<file path="config.mk">
export PLATFORM = sky130hd
export DESIGN_NAME = regfile_arbiter_flat
export DESIGN_NICKNAME = d
export VERILOG_FILES = /design/src/rtl/regfile_arbiter_if.sv /design/src/rtl/regfile_arbiter.sv /design/src/flat_wrapper.sv
export SDC_FILE = /design/constraint.sdc
export NUM_CORES = 1
export LEC_CHECK = 0
export CAP_MARGIN = 25
export CORE_AREA = 2 2 110 112
export CTS_BUF_LIST = sky130_fd_sc_hd__clkbuf_4 sky130_fd_sc_hd__clkbuf_8 sky130_fd_sc_hd__clkbuf_16
export CTS_CLUSTER_DIAMETER = 100
export DETAILED_ROUTE_END_ITERATION = 10
export DIE_AREA = 0 0 112 114
export GPL_TIMING_DRIVEN = 0
export PLACE_DENSITY = 0.68
export REMOVE_ABC_BUFFERS = 1
export SLEW_MARGIN = 10
export SYNTH_ARGS = -nofsm -noshare
export SYNTH_HDL_FRONTEND = slang
export SYNTH_SLANG_ARGS = --single-unit
</file>
<file path="constraint.sdc">
create_clock -name clk -period 1.5 [get_ports clk]
set_clock_uncertainty 0.1 [all_clocks]
set_input_delay 0.3 -clock clk [delete_from_list [all_inputs] [get_ports clk]]
set_output_delay 0.3 -clock clk [all_outputs]
set_load 0.02 [all_outputs]
</file>
<file path="src/rtl/regfile_arbiter_if.sv">
// rtl/regfile_arbiter_if.sv - requester and register-file signal bundle for regfile_arbiter
interface regfile_arbiter_if #(
    parameter int AW = 5,
    parameter int DW = 32
);
    logic          req0_valid;
    logic          req1_valid;
    logic          req0_ready;
    logic          req1_ready;
    logic          req0_lock;
    logic          req1_lock;
    logic          req0_we;
    logic          req1_we;
    logic [AW-1:0] req0_waddr;
    logic [AW-1:0] req1_waddr;
    logic [DW-1:0] req0_wdata;
    logic [DW-1:0] req1_wdata;
    logic [AW-1:0] req0_raddr1;
    logic [AW-1:0] req0_raddr2;
    logic [AW-1:0] req1_raddr1;
    logic [AW-1:0] req1_raddr2;
    logic          rsp0_valid;
    logic          rsp1_valid;
    logic [DW-1:0] rsp_rdata1;
    logic [DW-1:0] rsp_rdata2;
    logic [AW-1:0] rf_r1_addr;
    logic [AW-1:0] rf_r2_addr;
    logic [AW-1:0] rf_r3_addr;
    logic [DW-1:0] rf_r3_din;
    logic          rf_r3_wr;
    logic [DW-1:0] rf_r1_dout;
    logic [DW-1:0] rf_r2_dout;

    modport slave (
        input  req0_valid, req1_valid, req0_lock, req1_lock, req0_we, req1_we,
        input  req0_waddr, req1_waddr, req0_wdata, req1_wdata,
        input  req0_raddr1, req0_raddr2, req1_raddr1, req1_raddr2,
        input  rf_r1_dout, rf_r2_dout,
        output req0_ready, req1_ready, rsp0_valid, rsp1_valid, rsp_rdata1, rsp_rdata2,
        output rf_r1_addr, rf_r2_addr, rf_r3_addr, rf_r3_din, rf_r3_wr
    );

    modport master (
        output req0_valid, req1_valid, req0_lock, req1_lock, req0_we, req1_we,
        output req0_waddr, req1_waddr, req0_wdata, req1_wdata,
        output req0_raddr1, req0_raddr2, req1_raddr1, req1_raddr2,
        output rf_r1_dout, rf_r2_dout,
        input  req0_ready, req1_ready, rsp0_valid, rsp1_valid, rsp_rdata1, rsp_rdata2,
        input  rf_r1_addr, rf_r2_addr, rf_r3_addr, rf_r3_din, rf_r3_wr
    );
endinterface

</file>
<file path="src/rtl/regfile_arbiter.sv">
// rtl/regfile_arbiter.sv - two-requester round-robin/lock arbiter for a 32x32 register file (optional RFARB_R0_GUARD_EN)
module regfile_arbiter #(
    parameter int AW = 5,
    parameter int DW = 32
) (
    input  logic            clk,
    input  logic            rst_n,
    regfile_arbiter_if.slave bus
);

    typedef enum logic [1:0] {
        ST_IDLE  = 2'd0,
        ST_LOCK0 = 2'd1,
        ST_LOCK1 = 2'd2
    } state_t;

    state_t        state_q, state_d;
    logic          rr_q, rr_d;
    logic          rsp0_q, rsp0_d;
    logic          rsp1_q, rsp1_d;
    logic [AW-1:0] raddr1_q, raddr1_d;
    logic [AW-1:0] raddr2_q, raddr2_d;

    logic          gnt0;
    logic          gnt1;
    logic          accept;
    logic          win;
    logic          win_lock;
    logic          win_we;
    logic [AW-1:0] win_waddr;
    logic [DW-1:0] win_wdata;
    logic [AW-1:0] win_raddr1;
    logic [AW-1:0] win_raddr2;

`ifdef RFARB_R0_GUARD_EN
    logic          zero1_q, zero1_d;
    logic          zero2_q, zero2_d;
`endif

    // Grant selection: lock owner only when locked, otherwise round-robin on contention
    always_comb begin
        gnt0 = 1'b0;
        gnt1 = 1'b0;
        if (rst_n) begin
            case (state_q)
                ST_IDLE: begin
                    gnt0 = bus.req0_valid && (!bus.req1_valid || !rr_q);
                    gnt1 = bus.req1_valid && (!bus.req0_valid || rr_q);
                end
                ST_LOCK0: gnt0 = bus.req0_valid;
                ST_LOCK1: gnt1 = bus.req1_valid;
                default: begin
                    gnt0 = 1'b0;
                    gnt1 = 1'b0;
                end
            endcase
        end
        accept = gnt0 || gnt1;
        win    = gnt1;
    end

    // Winner request mux
    always_comb begin
        win_lock   = win ? bus.req1_lock   : bus.req0_lock;
        win_we     = win ? bus.req1_we     : bus.req0_we;
        win_waddr  = win ? bus.req1_waddr  : bus.req0_waddr;
        win_wdata  = win ? bus.req1_wdata  : bus.req0_wdata;
        win_raddr1 = win ? bus.req1_raddr1 : bus.req0_raddr1;
        win_raddr2 = win ? bus.req1_raddr2 : bus.req0_raddr2;
    end

    // Issue to the register file; read addresses hold between grants so read data stays stable
    always_comb begin
        bus.req0_ready = gnt0;
        bus.req1_ready = gnt1;
        raddr1_d       = accept ? win_raddr1 : raddr1_q;
        raddr2_d       = accept ? win_raddr2 : raddr2_q;
        bus.rf_r1_addr = rst_n ? raddr1_d : '0;
        bus.rf_r2_addr = rst_n ? raddr2_d : '0;
        bus.rf_r3_addr = accept ? win_waddr : '0;
        bus.rf_r3_din  = accept ? win_wdata : '0;
`ifdef RFARB_R0_GUARD_EN
        bus.rf_r3_wr   = accept && win_we && (win_waddr != '0);
`else
        bus.rf_r3_wr   = accept && win_we;
`endif
    end

    // Next state, round-robin pointer and response tag
    always_comb begin
        state_d = state_q;
        rr_d    = rr_q;
        rsp0_d  = accept && !win;
        rsp1_d  = accept && win;
        if (accept) begin
            if (win_lock) begin
                state_d = win ? ST_LOCK1 : ST_LOCK0;
            end else begin
                state_d = ST_IDLE;
                rr_d    = ~win;
            end
        end
    end

`ifdef RFARB_R0_GUARD_EN
    // Remember which read lanes targeted register 0 so the response can be forced to zero
    always_comb begin
        zero1_d = accept && (win_raddr1 == '0);
        zero2_d = accept && (win_raddr2 == '0);
    end
`endif

    // Response data is the register file output, optionally zeroed per lane
    always_comb begin
        bus.rsp0_valid = rsp0_q;
        bus.rsp1_valid = rsp1_q;
`ifdef RFARB_R0_GUARD_EN
        bus.rsp_rdata1 = zero1_q ? '0 : bus.rf_r1_dout;
        bus.rsp_rdata2 = zero2_q ? '0 : bus.rf_r2_dout;
`else
        bus.rsp_rdata1 = bus.rf_r1_dout;
        bus.rsp_rdata2 = bus.rf_r2_dout;
`endif
    end

    // State registers with synchronous active-low reset
    always_ff @(posedge clk) begin
        if (!rst_n) begin
            state_q  <= ST_IDLE;
            rr_q     <= 1'b0;
            rsp0_q   <= 1'b0;
            rsp1_q   <= 1'b0;
            raddr1_q <= '0;
            raddr2_q <= '0;
`ifdef RFARB_R0_GUARD_EN
            zero1_q  <= 1'b0;
            zero2_q  <= 1'b0;
`endif
        end else begin
            state_q  <= state_d;
            rr_q     <= rr_d;
            rsp0_q   <= rsp0_d;
            rsp1_q   <= rsp1_d;
            raddr1_q <= raddr1_d;
            raddr2_q <= raddr2_d;
`ifdef RFARB_R0_GUARD_EN
            zero1_q  <= zero1_d;
            zero2_q  <= zero2_d;
`endif
        end
    end

endmodule

</file>
<file path="src/flat_wrapper.sv">
// flat-port wrapper written by rule: the top's interface ports become plain ports
module regfile_arbiter_flat 
#(
    parameter int AW = 5,
    parameter int DW = 32
)
  (clk, rst_n, bus_req0_valid, bus_req1_valid, bus_req0_lock, bus_req1_lock, bus_req0_we, bus_req1_we, bus_req0_waddr, bus_req1_waddr, bus_req0_wdata, bus_req1_wdata, bus_req0_raddr1, bus_req0_raddr2, bus_req1_raddr1, bus_req1_raddr2, bus_rf_r1_dout, bus_rf_r2_dout, bus_req0_ready, bus_req1_ready, bus_rsp0_valid, bus_rsp1_valid, bus_rsp_rdata1, bus_rsp_rdata2, bus_rf_r1_addr, bus_rf_r2_addr, bus_rf_r3_addr, bus_rf_r3_din, bus_rf_r3_wr);
  regfile_arbiter_if #(.AW(AW), .DW(DW)) bus_i ();
  input  logic clk;
  input  logic rst_n;
  input wire logic [$bits(bus_i.req0_valid)-1:0] bus_req0_valid;
  input wire logic [$bits(bus_i.req1_valid)-1:0] bus_req1_valid;
  input wire logic [$bits(bus_i.req0_lock)-1:0] bus_req0_lock;
  input wire logic [$bits(bus_i.req1_lock)-1:0] bus_req1_lock;
  input wire logic [$bits(bus_i.req0_we)-1:0] bus_req0_we;
  input wire logic [$bits(bus_i.req1_we)-1:0] bus_req1_we;
  input wire logic [$bits(bus_i.req0_waddr)-1:0] bus_req0_waddr;
  input wire logic [$bits(bus_i.req1_waddr)-1:0] bus_req1_waddr;
  input wire logic [$bits(bus_i.req0_wdata)-1:0] bus_req0_wdata;
  input wire logic [$bits(bus_i.req1_wdata)-1:0] bus_req1_wdata;
  input wire logic [$bits(bus_i.req0_raddr1)-1:0] bus_req0_raddr1;
  input wire logic [$bits(bus_i.req0_raddr2)-1:0] bus_req0_raddr2;
  input wire logic [$bits(bus_i.req1_raddr1)-1:0] bus_req1_raddr1;
  input wire logic [$bits(bus_i.req1_raddr2)-1:0] bus_req1_raddr2;
  input wire logic [$bits(bus_i.rf_r1_dout)-1:0] bus_rf_r1_dout;
  input wire logic [$bits(bus_i.rf_r2_dout)-1:0] bus_rf_r2_dout;
  output wire logic [$bits(bus_i.req0_ready)-1:0] bus_req0_ready;
  output wire logic [$bits(bus_i.req1_ready)-1:0] bus_req1_ready;
  output wire logic [$bits(bus_i.rsp0_valid)-1:0] bus_rsp0_valid;
  output wire logic [$bits(bus_i.rsp1_valid)-1:0] bus_rsp1_valid;
  output wire logic [$bits(bus_i.rsp_rdata1)-1:0] bus_rsp_rdata1;
  output wire logic [$bits(bus_i.rsp_rdata2)-1:0] bus_rsp_rdata2;
  output wire logic [$bits(bus_i.rf_r1_addr)-1:0] bus_rf_r1_addr;
  output wire logic [$bits(bus_i.rf_r2_addr)-1:0] bus_rf_r2_addr;
  output wire logic [$bits(bus_i.rf_r3_addr)-1:0] bus_rf_r3_addr;
  output wire logic [$bits(bus_i.rf_r3_din)-1:0] bus_rf_r3_din;
  output wire logic [$bits(bus_i.rf_r3_wr)-1:0] bus_rf_r3_wr;
  assign bus_i.req0_valid = bus_req0_valid;
  assign bus_i.req1_valid = bus_req1_valid;
  assign bus_i.req0_lock = bus_req0_lock;
  assign bus_i.req1_lock = bus_req1_lock;
  assign bus_i.req0_we = bus_req0_we;
  assign bus_i.req1_we = bus_req1_we;
  assign bus_i.req0_waddr = bus_req0_waddr;
  assign bus_i.req1_waddr = bus_req1_waddr;
  assign bus_i.req0_wdata = bus_req0_wdata;
  assign bus_i.req1_wdata = bus_req1_wdata;
  assign bus_i.req0_raddr1 = bus_req0_raddr1;
  assign bus_i.req0_raddr2 = bus_req0_raddr2;
  assign bus_i.req1_raddr1 = bus_req1_raddr1;
  assign bus_i.req1_raddr2 = bus_req1_raddr2;
  assign bus_i.rf_r1_dout = bus_rf_r1_dout;
  assign bus_i.rf_r2_dout = bus_rf_r2_dout;
  assign bus_req0_ready = bus_i.req0_ready;
  assign bus_req1_ready = bus_i.req1_ready;
  assign bus_rsp0_valid = bus_i.rsp0_valid;
  assign bus_rsp1_valid = bus_i.rsp1_valid;
  assign bus_rsp_rdata1 = bus_i.rsp_rdata1;
  assign bus_rsp_rdata2 = bus_i.rsp_rdata2;
  assign bus_rf_r1_addr = bus_i.rf_r1_addr;
  assign bus_rf_r2_addr = bus_i.rf_r2_addr;
  assign bus_rf_r3_addr = bus_i.rf_r3_addr;
  assign bus_rf_r3_din = bus_i.rf_r3_din;
  assign bus_rf_r3_wr = bus_i.rf_r3_wr;
  regfile_arbiter #(.AW(AW), .DW(DW)) u_core (.clk(clk), .rst_n(rst_n), .bus(bus_i));
endmodule
</file>
# Word level (Yosys, flattened, before mapping)
# Cells that the tools add are included.
# classes
n_eq_ne,2
mux,18
bitwise_logic,2
n_reduce_logical,14
# ops
cell,n
$mux 32,2
$mux 5,8
$logic_and 1x1->1,5
$logic_not 1->1,4
$mux 1,4
$mux 2,2
$pmux 1 s2,2
$logic_or 1x1->1,3
$eq 2x1->1 const B,1
$eq 2x2->1 const B,1
$logic_not 2->1,1
$not 1->1,2
$reduce_and 2->1,1
# word_totals
regBits,15
input_bits,166
output_inout_bits,116
wordCells,42

# Longest topological paths before layout
# depth
word_depth,8
depth_mapped,6

# Worst setup path before layout
# Ideal clock, no wire load.
# synth_path
path_kind,input to output
startpoint,in rst_n
endpoint,out bus_rf_r3_addr[0]
t_arrival_ns,1.397
setup_slack_ns,-0.297
cell_stages,6
path_cell_list,buf_2 -> and3b_1 -> buf_2 -> buf_4 -> nand3_1 -> a21oi_1
# synth_between
elab_chain_len,3
# synth_rtl
item,line_no,text
"start, declared",flat_wrapper.sv:10,input logic rst_n;
$mux 1,regfile_arbiter.sv:44,if (rst_n) begin
$mux 5 / $logic_or 1x1->1 (equally long branches),"regfile_arbiter.sv:66, regfile_arbiter.sv:58",
$mux 5 (*),regfile_arbiter.sv:80,bus.rf_r3_addr = accept ? win_waddr : '0;
"end, declared",flat_wrapper.sv:35,output wire logic [$bits(bus_i.rf_r3_addr)-1:0] bus_rf_r3_addr;
# Mark *: on every way between the ends. The rest lies on a longest branch, timed or not.

# Worst setup path in the final report
# layout_path
startpoint,reg u_core.state_q[0]
endpoint,out bus_rf_r3_din[26]
# layout_between
elab_chain_len,5
# layout_rtl
item,line_no,text
"start, declared",regfile_arbiter.sv:17,"state_t state_q, state_d;"
"start signal, assigned",regfile_arbiter.sv:140,state_q <= state_d;
"$eq 2x2->1, or another cell as far along",regfile_arbiter.sv:45,case (state_q)
$pmux 1 s2,regfile_arbiter.sv:45,
$mux 1,regfile_arbiter.sv:44,
$mux 32 / $logic_or 1x1->1 (equally long branches),"regfile_arbiter.sv:67, regfile_arbiter.sv:58",
$mux 32 (*),regfile_arbiter.sv:81,bus.rf_r3_din = accept ? win_wdata : '0;
"end, declared",flat_wrapper.sv:36,output wire logic [$bits(bus_i.rf_r3_din)-1:0] bus_rf_r3_din;
# Marked as above.

==> reports/results.tsv <==
stage	metric	value	unit
status	outcome	complete, but fails checks	
status	failing checks	negative setup slack	
logic_synthesis	Yosys reg bits	15	
logic_synthesis	Ys Warns	0	
sta	fmax	481	MHz
route	WL per Instance	31.0	µm
pwr	Worst VDD drop	0.000425	V
clocking	worst skew pair latency	0.24	ns
die	die span in y	114	µm
die	IO Count	282	
clocking	CTS sink count	15	
pwr	power share of the clock group	0.250	
logic_synthesis	Mapped Area	0.00199	mm²
placed_design	Setup WS pre-CTS	-2.30	ns
die	Die X	112	µm
grt	first-pass GRT wire length	21.0	mm
route	Pre-antenna DRT Iters	4	
route	vias per inst	5.15	
clocking	CTS root buffer	clkbuf_16	
grt	grt ovf	0	
pwr	sequential share of power	0.200	
critical_path	Crit Path Class	reg -> out	
final_layout	Filler cells	1255	
die	Starting Density	0.170	
sta	Rel. slew slack	0.785	
logic_synthesis	top-area cell type share of the netlist area	0.245	
pwr	combinational share of power	0.549	
sta	final worst setup slack	-0.580	ns
final_layout	post-layout util	0.318	
pwr	Sw Ratio	0.349	
logic_synthesis	Seq/Total Area, Yosys	0.151	
clocking	TritonCTS clock tree	built	
clocking	Reg clk slew, reported paths	0.05	ns
sta	fin crit share	1.39	
sta	Final Critical Period	2.08	ns
grt	largest net degree at the start of global routing	32	
pwr	LEAKAGE	1.41	nW
placed_design	hpwl dp	12.2	mm
clocking	htree depth	1	
sta	RSZ-0062 raised after global routing	true	
final_layout	Final Net Count	559	
run	Max-cap violations	0	
critical_path	slowest stage cell, crit path	and3b_4	
final_layout	most frequent cells in the layout	98 x clkdlybuf4s50_1, 48 x buf_4, 30 x a21oi_1	
placed_design	GP Congestion	0.804	
critical_path	critical path data required time	1.10	ns
critical_path	Worst setup EP type	output port	
critical_path	CP Data Arrival Time	1.68	ns
die	CORE AREA	0.0117	mm²
logic_synthesis	synthesized instance count	296	
sta	final hold viol count	0	
clocking	CTS buffer count	3	
pwr	Int Power	1.44	mW
clocking	CTS max path bufs	2	
route	Residual DRC	0	
die	Rows	40	
logic_synthesis	Cell variety after synth	26	
route	drt initial violations	173	
pwr	Sw Pwr	774	µW
route	Routed Antenna Nets	0	
final_layout	Area Growth Syn to Fin	87.5	%
final_layout	most common cell after layout, fill and taps aside	clkdlybuf4s50_1	
logic_synthesis	synthesized area per cell	6.72	µm²
sta	final setup fails	52	
logic_synthesis	largest cells by area after synthesis	buf_4 25%, dfxtp_1 15%, o21ai_0 12%, a21oi_1 10%, nand3_1 9.8%	
pwr	Power Density	595	mW/mm²
critical_path	CP Launch Type	register	
final_layout	layout cells sized above 1	0.365	
worst_hold_path	HP Class	in -> reg	
route	Post-Route WL	16.7	mm
critical_path	worst-path cell chain	and3b_4 > nand3_1 > a21oi_2 > buf_4	
sta	worst slew pin tran	0.323	ns
final_layout	antenna fix cells	0	
grt	vias in the first global route	2593	
critical_path	Worst Path Max Fanout	19	
critical_path	CP peak stage delay	0.50	ns
placed_design	IO Port Bufs	153	
logic_synthesis	Synth area leader	buf_4	
route	DR vias	2776	
sta	Slew Limit Fails	0	
grt	GR Util All Layers	0.235	
die	Die ar.	0.0128	mm²
grt	initial antenna violation count	0	
-- Yosys cell counts --
cell type  number
inv_1          10
and2_1          1
o211a_1         1
nor2_1          4
o21ai_1         1
o21ai_0        48
buf_4          65
o32a_1         10
and3b_1         2
nand3b_1        3
dfxtp_1        15
o21a_1          1
a21oi_1        41
buf_6           2
nor3b_1         1
and2b_1         1
nor2b_1         2
o31ai_1        10
or3b_1          1
a21oi_2         7
nand3_1        39
a21boi_0        1
nand2_1         1
buf_2          11
nor3b_2         1
clkbuf_1       17
-- critical path: cells and delay by family, from the launching register on --
family                 cells  cell delay, ns
DFF                        1            0.38
buffers and inverters      1            0.18
AOI/OAI and AO/OA          1            0.22
and+or+nand+nor            2            0.65
-- power by group through the flow --
stage                     Combinational (mW)  Sequential (mW)  Clock, mW
after global placement                 0.932            0.446          0
after CTS                               1.05            0.446      0.570
after detailed placement               0.992            0.449          0
final                                   1.22            0.444      0.554
after floorplan                        0.397            0.449          0
after global routing                    1.28            0.447      0.587
-- path summary, 6_finish.rpt --
kind | cells past startpoint | slack (ns) | from | end
worst max-delay path | 4 | -0.58 | u_core.state_q[0] | bus_rf_r3_din[26]
worst min-delay path | 2 | 0.35 | rst_n | u_core.state_q[0]
worst max register to register | 6 | -0.04 | u_core.state_q[0] | u_core.raddr1_q[1]
worst min register to register | 2 | 0.39 | u_core.raddr1_q[0] | u_core.raddr1_q[0]
-- layer usage --
metal | vias up | GRT usage | wire, µm
met5 | - | 0.0549 | 70
met4 | 2 | 0.0748 | 737
met3 | 41 | 0.238 | 3600
met2 | 281 | 0.368 | 7460
met1 | 1262 | 0.206 | 4850
li1 | 1190 | - | -
-- area by class of cell --
type                    count  area, µm²  area share
multi-input cells         181       1270       0.340
repair buffers            182       1850       0.495
inverters                  10       37.5      0.0101
flip-flops and latches     15        312      0.0836
clock buffers               4       82.6      0.0222
well taps                 147        184      0.0493
-- registers in the layout (all words and copies together) (netlist names) --
register and flops:
u_core.raddr1_q 5, u_core.raddr2_q 5, u_core.rr_q 1, u_core.state_q 2, u_core.bus.rsp1_valid 1, u_core.bus.rsp0_valid 1
-- kinds of logic (layout without fill, tap and decap cells) --
group	count (synthesis)	after routing	synth area share
AO/OA/AOI/OAI	120	120	0.358
AND/OR/NAND/NOR	56	61	0.155
buffers and inverters	105	196	0.335
flip-flops	15	15	0.151
-- repair_timing --
item                       CTS  global route
hold buffers                 0             0
gates resized for setup    280            87
gates cloned                 5             5
pin swaps                   13            33
setup buffers               16             2
setup endpoints to repair   66            55
-- stage by stage --
stage                     TNS [ns]  power, mW  std cells  instance area, µm²  hold WS [ns]
after global placement     -200.30       1.38        501                3070         0.365
after CTS                   -23.81       2.07        532                3370         0.335
final                       -24.62       2.22        539                3730         0.354
after detailed placement   -122.07       1.44        507                3200         0.380
after floorplan             -79.97      0.846        201                1360         0.317
after global routing        -27.47       2.32        539                3730         0.358
Power figures use the tool's default switching activity.
